## config.mk

```make
export PLATFORM = sky130hd
export DESIGN_NAME = rvc_asap_5pl_cr_arb
export DESIGN_NICKNAME = d
export VERILOG_FILES = /design/src/rtl/rvc_asap_pkg.sv /design/src/rtl/rvc_asap_5pl_cr_arb_starve.sv /design/src/rtl/rvc_asap_5pl_cr_arb.sv
export SDC_FILE = /design/constraint.sdc
export NUM_CORES = 1
export LEC_CHECK = 0
export ABC_AREA = 1
export ABC_CLOCK_PERIOD_IN_PS = 1600
export CAP_MARGIN = 20
export CORE_MARGIN = 5
export CORE_UTILIZATION = 45
export DETAILED_ROUTE_END_ITERATION = 7
export DONT_BUFFER_PORTS = 1
export HOLD_SLACK_MARGIN = 0.05
export SLEW_MARGIN = 20
export SYNTH_ARGS = -nofsm -noshare
export SYNTH_HDL_FRONTEND = slang
export SYNTH_SLANG_ARGS = --single-unit
```

## constraint.sdc

```tcl
create_clock -name Clock -period 1.6 [get_ports Clock]
set_input_delay 0.32 -clock Clock [delete_from_list [all_inputs] [get_ports Clock]]
set_output_delay 0.32 -clock Clock [all_outputs]
set_load 0.02 [all_outputs]
```

## src/rtl/rvc_asap_pkg.sv

```systemverilog
// Shared types and constants for the CR access-port arbiter.
package rvc_asap_pkg;

    // Arbiter FSM states: core-priority operation and the one-cycle forced external grant
    typedef enum logic {
        ARB_CORE  = 1'b0,
        ARB_FORCE = 1'b1
    } t_cr_arb_state;

    // Which side issued the read whose data returns on the next cycle
    typedef enum logic [1:0] {
        NONE = 2'd0,
        CORE = 2'd1,
        EXT  = 2'd2
    } t_cr_rd_owner;

    localparam int unsigned CR_ARB_STARVE_LIMIT_DEF = 8;
    localparam int          CR_ARB_CNT_W            = 8;

    // Owner of a read issued this cycle; the core wins if both were flagged
    function automatic t_cr_rd_owner cr_rd_owner(input logic core_rd, input logic ext_rd);
        if (core_rd) begin
            return CORE;
        end else if (ext_rd) begin
            return EXT;
        end
        return NONE;
    endfunction

endpackage

```

## src/rtl/rvc_asap_5pl_cr_arb_starve.sv

```systemverilog
// Saturating starvation counter for the CR arbiter.
// near_o is high when the next increment brings the count to LIMIT, so the
// arbiter can schedule the forced grant for the following cycle.
module rvc_asap_5pl_cr_arb_starve
    import rvc_asap_pkg::*;
#(
    parameter int unsigned LIMIT = CR_ARB_STARVE_LIMIT_DEF
) (
    input  logic clk_i,
    input  logic rst_i,
    input  logic inc_i,
    input  logic clr_i,
    output logic near_o
);

    localparam logic [CR_ARB_CNT_W-1:0] LIMIT_C = CR_ARB_CNT_W'(LIMIT);

    logic [CR_ARB_CNT_W-1:0] cnt_q;
    logic [CR_ARB_CNT_W-1:0] cnt_d;

    // Clear wins over increment; the count holds once it reaches LIMIT
    always_comb begin
        cnt_d = cnt_q;
        if (clr_i) begin
            cnt_d = '0;
        end else if (inc_i && (cnt_q < LIMIT_C)) begin
            cnt_d = cnt_q + 1'b1;
        end
    end

    // Counter register
    always_ff @(posedge clk_i) begin
        if (rst_i) begin
            cnt_q <= '0;
        end else begin
            cnt_q <= cnt_d;
        end
    end

    // LIMIT is at least 1, so LIMIT_C - 1 never underflows
    assign near_o = (cnt_q >= (LIMIT_C - 1'b1));

endmodule

```

## src/rtl/rvc_asap_5pl_cr_arb.sv

```systemverilog
// Arbiter for the single CR memory port shared by the core memory stage and
// one external requester. Core has fixed priority. With RVC_CR_ARB_STARVE_EN
// defined, a starvation counter forces one external grant (stalling the core)
// after STARVE_LIMIT consecutive denied external-request cycles.
module rvc_asap_5pl_cr_arb
    import rvc_asap_pkg::*;
#(
    parameter int unsigned STARVE_LIMIT = CR_ARB_STARVE_LIMIT_DEF
) (
    input  logic        Clock,
    input  logic        Rst,
    input  logic        CoreWrEn,
    input  logic        CoreRdEn,
    input  logic [31:0] CoreAddr,
    input  logic [31:0] CoreWrData,
    output logic        CoreStall,
    output logic [31:0] CoreRdData,
    input  logic        ExtReq,
    input  logic        ExtWe,
    input  logic [31:0] ExtAddr,
    input  logic [31:0] ExtWrData,
    output logic        ExtGnt,
    output logic        ExtRdValid,
    output logic [31:0] ExtRdData,
    output logic        CtrlCRMemWrEn,
    output logic        SelCRMemWb,
    output logic [31:0] AluOut,
    output logic [31:0] RegRdData2,
    input  logic [31:0] CRMemRdDataQ104H
);

    logic         core_acc;
    logic         core_gnt;
    logic         ext_gnt;
    logic         core_stall;
    t_cr_rd_owner owner_q;
    t_cr_rd_owner owner_d;
    logic [31:0]  addr_q;
    logic [31:0]  addr_d;
    logic [31:0]  wdata_q;
    logic [31:0]  wdata_d;
    logic [31:0]  core_rd_q;
    logic [31:0]  ext_rd_q;
    logic         core_rd_sel;
    logic         ext_rd_sel;

    assign core_acc = CoreWrEn | CoreRdEn;

`ifdef RVC_CR_ARB_STARVE_EN
    t_cr_arb_state state_q;
    t_cr_arb_state state_d;
    logic          starve_inc;
    logic          starve_clr;
    logic          starve_near;

    rvc_asap_5pl_cr_arb_starve #(
        .LIMIT (STARVE_LIMIT)
    ) u_starve (
        .clk_i  (Clock),
        .rst_i  (Rst),
        .inc_i  (starve_inc),
        .clr_i  (starve_clr),
        .near_o (starve_near)
    );

    // Grant decision, starvation counting and next state
    always_comb begin
        core_gnt   = 1'b0;
        ext_gnt    = 1'b0;
        core_stall = 1'b0;
        starve_inc = 1'b0;
        starve_clr = 1'b0;
        state_d    = state_q;
        if (Rst) begin
            starve_clr = 1'b1;
            state_d    = ARB_CORE;
        end else begin
            case (state_q)
                ARB_CORE: begin
                    if (core_acc) begin
                        core_gnt = 1'b1;
                        if (ExtReq) begin
                            starve_inc = 1'b1;
                            if (starve_near) begin
                                state_d = ARB_FORCE;
                            end
                        end else begin
                            starve_clr = 1'b1;
                        end
                    end else begin
                        ext_gnt    = ExtReq;
                        starve_clr = 1'b1;
                    end
                end
                ARB_FORCE: begin
                    // A dropped request here issues nothing and leaves the core unstalled
                    starve_clr = 1'b1;
                    state_d    = ARB_CORE;
                    if (ExtReq) begin
                        ext_gnt    = 1'b1;
                        core_stall = 1'b1;
                    end
                end
                default: begin
                    starve_clr = 1'b1;
                    state_d    = ARB_CORE;
                end
            endcase
        end
    end

    // FSM state register
    always_ff @(posedge Clock) begin
        if (Rst) begin
            state_q <= ARB_CORE;
        end else begin
            state_q <= state_d;
        end
    end
`else
    logic unused_starve_limit;

    // Pure core priority: external side only gets core-idle cycles
    always_comb begin
        core_gnt   = !Rst && core_acc;
        ext_gnt    = !Rst && !core_acc && ExtReq;
        core_stall = 1'b0;
    end

    assign unused_starve_limit = |STARVE_LIMIT;
`endif

    assign ExtGnt    = ext_gnt;
    assign CoreStall = core_stall;

    // CR port mux; address and data hold their last values when idle
    always_comb begin
        CtrlCRMemWrEn = 1'b0;
        SelCRMemWb    = 1'b0;
        AluOut        = addr_q;
        RegRdData2    = wdata_q;
        if (core_gnt) begin
            CtrlCRMemWrEn = CoreWrEn;
            SelCRMemWb    = CoreRdEn;
            AluOut        = CoreAddr;
            RegRdData2    = CoreWrData;
        end else if (ext_gnt) begin
            CtrlCRMemWrEn = ExtWe;
            SelCRMemWb    = !ExtWe;
            AluOut        = ExtAddr;
            RegRdData2    = ExtWrData;
        end
    end

    assign addr_d  = AluOut;
    assign wdata_d = RegRdData2;
    assign owner_d = cr_rd_owner(core_gnt && CoreRdEn, ext_gnt && !ExtWe);

    // Read ownership and port hold registers; reset drops any in-flight read
    always_ff @(posedge Clock) begin
        if (Rst) begin
            owner_q   <= NONE;
            addr_q    <= '0;
            wdata_q   <= '0;
            core_rd_q <= '0;
            ext_rd_q  <= '0;
        end else begin
            owner_q   <= owner_d;
            addr_q    <= addr_d;
            wdata_q   <= wdata_d;
            core_rd_q <= CoreRdData;
            ext_rd_q  <= ExtRdData;
        end
    end

    assign core_rd_sel = !Rst && (owner_q == CORE);
    assign ext_rd_sel  = !Rst && (owner_q == EXT);
    assign CoreRdData  = core_rd_sel ? CRMemRdDataQ104H : core_rd_q;
    assign ExtRdData   = ext_rd_sel ? CRMemRdDataQ104H : ext_rd_q;
    assign ExtRdValid  = ext_rd_sel;

    // The core never loads and stores CR space in the same cycle
    assert property (@(posedge Clock) disable iff (Rst) !(CoreWrEn && CoreRdEn));

endmodule

```

# Yosys cells after proc, flatten, opt, wreduce, memory -nomap -nowiden
# Cells that the tools add are included.
[word_totals] out_inout_bits=133 word_cells=36 ff_bits=130 in_bits=166
[op_classes] muxes=14 n_eq_ne=2 reduce_logical=12 bitwise_logic=2
[ops] op="32-bit two-way mux" count=6
[ops] op="1-bit logical AND" count=7
[ops] op="1-bit two-way mux" count=7
[ops] op="1-bit logical NOT" count=3
[ops] op="3-bit OR reduction" count=1
[ops] op="2-bit by 1-bit equality test with 1-bit output (second input constant)" count=1
[ops] op="2-bit equality test (second input constant)" count=1
[ops] op="2-bit two-way mux" count=1
[ops] op="2-bit OR reduction" count=1
[ops] op="1-bit inverter" count=1
[ops] op="1-bit OR" count=1

# Depth between registers and ports, before layout
[depth] word_depth=9 depth_mapped=9 depth_no_buf=7

# Least setup slack after synthesis
# No wires, ideal clock.
[synth_timing] path_type="input -> output" start="input Rst" end="output CtrlCRMemWrEn" arrival_time_ns=1.376 required_ns=1.280 stages=8 slack_ns=-0.096 n_path_buf=3 path_cell_list="buf_6 -> nor2_8 -> nand2_2 -> buf_6 -> buf_6 -> inv_1 -> nand2_1 -> o21ai_0"
[synth_between] elab_chain_len=5 elab_cells_between_ends=6 cone_classes="mux (2); reduce/logical (4)"
[synth_rtl] item="from (decl)" line="rvc_asap_5pl_cr_arb.sv:11" rtl="input logic Rst,"
[synth_rtl] item="1-bit logical NOT" line="rvc_asap_5pl_cr_arb.sv:126" rtl="ext_gnt = !Rst && !core_acc && ExtReq;"
[synth_rtl] item="1-bit logical AND (2 in series)" line="rvc_asap_5pl_cr_arb.sv:126"
[synth_rtl] item="via ExtGnt" line="rvc_asap_5pl_cr_arb.sv:22" rtl="output logic ExtGnt,"
[synth_rtl] item="1-bit two-way mux" line="rvc_asap_5pl_cr_arb.sv:147" rtl="end else if (ext_gnt) begin"
[synth_rtl] item="1-bit two-way mux" line="rvc_asap_5pl_cr_arb.sv:142" rtl="if (core_gnt) begin"
[synth_rtl] item="to (decl)" line="rvc_asap_5pl_cr_arb.sv:25" rtl="output logic CtrlCRMemWrEn,"
# The timed path passes the listed nets, and every way through them passes these cells.

# Final worst setup path
[layout_timing] start="register owner_q[0]" end="output CoreRdData[0]"
[layout_between] elab_chain_len=3
[layout_rtl] item="from (decl)" line="rvc_asap_5pl_cr_arb.sv:36" rtl="t_cr_rd_owner owner_q;"
[layout_rtl] item="from (signal assigned)" line="rvc_asap_5pl_cr_arb.sv:168" rtl="owner_q <= owner_d;"
[layout_rtl] item="2-bit by 1-bit equality test with 1-bit output" line="rvc_asap_5pl_cr_arb.sv:176" rtl="assign core_rd_sel = !Rst && (owner_q == CORE);"
[layout_rtl] item="1-bit logical AND" line="rvc_asap_5pl_cr_arb.sv:176"
[layout_rtl] item="32-bit two-way mux" line="rvc_asap_5pl_cr_arb.sv:178" rtl="assign CoreRdData = core_rd_sel ? CRMemRdDataQ104H : core_rd_q;"
[layout_rtl] item="to (decl)" line="rvc_asap_5pl_cr_arb.sv:17" rtl="output logic [31:0] CoreRdData,"
# Every way passes these cells.

==> summary.txt <==
Run status
  – Status: finished with violations
  – Failing checks: setup timing

STA
  – Hold Slack: 0.05485 ns
  – Final hold violations: 0
  – Clk_skew: 0.005718 ns
  – Minimum clock period: about 1.8 ns
  – Max Fclk: approximately 0.54 GHz
  – Final worst-path cycle share: 1.154
  – RSZ-0062 raised after global routing: true
  – Setup violations, final: 65
  – Final WS setup: -0.2466 ns
  – Pins Over Slew Limit: 0

Yosys
  – Sequential fraction of the synthesis area: 0.4059
  – Synth Area per Inst: 6.249 sq um
  – Ys async rst share: 0
  – Post-Synth XOR/XNOR Area: 0
  – Synth Flop Type: dfxtp_1
  – Adder-Cell Fraction of Synth Area: 0
  – Post-Syn Area: about 6400 sq um
  – Synth Area in Compound Gates: 0.09699
  – Syn. warnings: 0
  – Mapped Nets: between 1000 and 1500
  – FF+latch count, synth: 130
  – Yosys cell types: 23
  – Mux share of post-synthesis cell area: 0
  – Simple-gate share of the synthesized area: 0.3240
  – Main combinational cell family by area after synthesis: simple AND/OR/NAND/NOR gates
  – Post-synth EDFFs: 0
  – Gate Count Post-Synth: slightly above 1000

Clock tree
  – Number of CTS-inserted buffers: 17
  – Hold-fix buffers, CTS: 66
  – Clock transition at path regs: roughly 0.06 ns
  – H-tree depth: 4
  – CTS Buffer Depth: 2
  – TritonCTS clock tree: done
  – CTS sink cnt: between 100 and 150
  – Worst-Skew Late Latency: approximately 0.41 ns
  – Clock Tree Root: clkbuf_16

Setup path
  – Crit end category: output port
  – CP Launch Type: register
  – Arr. time, crit path: roughly 1.5 ns
  – Data required, critical path: around 1.3 ns
  – Critical path fanouts, max: 10
  – Setup CP Type: register to output port

Routing
  – Post-Route WL: between 20000 and 25000 um
  – Post-DR wirelength/cell: 15.77 um
  – # DRC: 0
  – Via count: between 6000 and 7000
  – Vias per cell: 4.864
  – Initial DRC Count: approximately 220
  – DR pass1 iterations: 4
  – Remaining antenna violation count after routing: 0

Pwr
  – Cell Pwr Density: roughly 950 nW/um^2
  – Peak VDD IR: around 0.00078 V
  – Total Power: 8.720 mW
  – P_leak: between 4 and 5 nW

Die
  – Die X: roughly 130 um
  – Cell Rows: 43
  – CORE AREA: approximately 14000 sq um
  – Die Footprint: about 17000 sq um
  – Starting Density: 0.4601
  – Io pins: between 200 and 300
  – Die Span Y: around 130 um

GRT
  – GRT Residual Overflow: 0
  – Total Routing Usage GR: 0.2271
  – First-pass GRT wire length: 30060 um
  – Vias in the first global route: ~6100
  – Antenna violations before repair: 0
  – Largest net degree at the start of global routing: 133

Final layout
  – Nets: 1290
  – Multi-input gate area: ~3500 sq um
  – Most frequent standard cell in the layout excluding fill and tap cells: nand2_1
  – Sequential Area: 2605 sq um
  – Most frequent cells in the layout: nand2_1, nor2_1, inv_1, dfxtp_1, dlygate4sd3_1
  – Area Overhead vs Synth: 42.95%
  – Fill count: around 1200
  – Share of post-route cells with drive strength above 1: 0.2533
  – # diodes: 0

Placed design
  – Setup WS pre-CTS: approximately 0.012 ns
  – Port bufs: 0
  – Routability Congestion: 0.7888
  – Placed wire-length estimate: ~13000 um

Flow run
  – Max_cap viols: 0

Worst hold path
  – Hold Path Class: input port to register
[area by class of cell]
| class | instances | area share |
|---|---|---|
| Clock buffer | 23 | 0.04997 |
| Clock inverter | 9 | 0.01174 |
| Inverter | 200 | 0.08410 |
| Multi-Input combinational cell | 640 | 0.3779 |
| Sequential cell | 130 | 0.2842 |
| Tap cell | 180 | 0.02457 |
| Timing Repair Buffer | 135 | 0.1675 |
[path summary, 6_finish.rpt]
kind / start / endpoint / slack [ns] / depth (start not counted)
setup / recovery: owner_q[0] / CoreRdData[0] / -0.25 / 7
hold / removal: CRMemRdDataQ104H[21] / ext_rd_q[21] / 0.05 / 2
setup reg to reg: addr_q[0] / addr_q[0] / 0.26 / 6
hold reg to reg: core_rd_q[30] / core_rd_q[30] / 0.54 / 4
[flip-flops by register name, summed over array words and instances, names as in the netlist]
register   cells
addr_q        32
core_rd_q     32
ext_rd_q      32
wdata_q       32
owner_q        2
[logic make-up after synthesis]
group,after synthesis
buffers and inverters,256
and+or+nand+nor,515
AOI/OAI and AO/OA,124
DFF,130
other,1
[critical path: stages, from the launching register on]
cell and delay [ns]:
dfxtp_2 0.34, inv_4 0.05, nor2_4 0.13, nand2_8 0.12, buf_6 0.17, nand2_1 0.06
o21ai_1 0.12, inv_2 0.13
[metrics by stage]
step	TNS [ns]	instances	utilization	instance area [sq um]
after floorplan	0	1026	-	6419
after global placement	0	1202	0.4897	6824
after detailed placement	0	1202	0.4897	6824
after CTS	-13.58	1306	0.6253	8713
after global routing	-17.33	1317	0.6577	9165
final	-13.17	1317	0.6577	9165
[synthesized netlist by cell type, types with 3 or more instances]
cell type / instances / share of area
or2_2: 4 / 0.0039
buf_2: 26 / 0.020
o21ai_0: 26 / 0.020
inv_1: 197 / 0.12
dfxtp_1: 130 / 0.41
a21oi_1: 58 / 0.045
buf_6: 13 / 0.023
nand3_1: 42 / 0.033
o21ai_1: 39 / 0.030
buf_4: 3 / 0.0035
nand2_4: 3 / 0.0053
nor2_8: 3 / 0.0094
nor2_1: 169 / 0.099
nand2_1: 290 / 0.17
clkbuf_1: 12 / 0.0070
[power breakdown]
group | internal [mW] | leakage (nW) | switching, mW
Sequential | 3.40 | 1.06 | 0.0402
Combinational | 0.560 | 3.53 | 0.988
Clock | 2.33 | 0.271 | 1.41
[per-layer routing]
metal	global-route usage	up-vias	part of all wire
met5	0	-	0
met4	0.08894	0	0.025
met3	0.09357	44	0.095
li1	-	3222	-
met2	0.4116	227	0.52
met1	0.2321	2913	0.36
[what timing repair did]
| item | in CTS | in global routing |
|---|---|---|
| pin swaps | 2 | 2 |
| gates cloned | 4 | 6 |
| gates resized for setup | 215 | 62 |
| hold endpoints to repair | 130 | 64 |
| endpoints found under the setup margin | 64 | 77 |
| setup buffers | 2 | 5 |
Note: power is estimated with default switching activity, not from simulation.
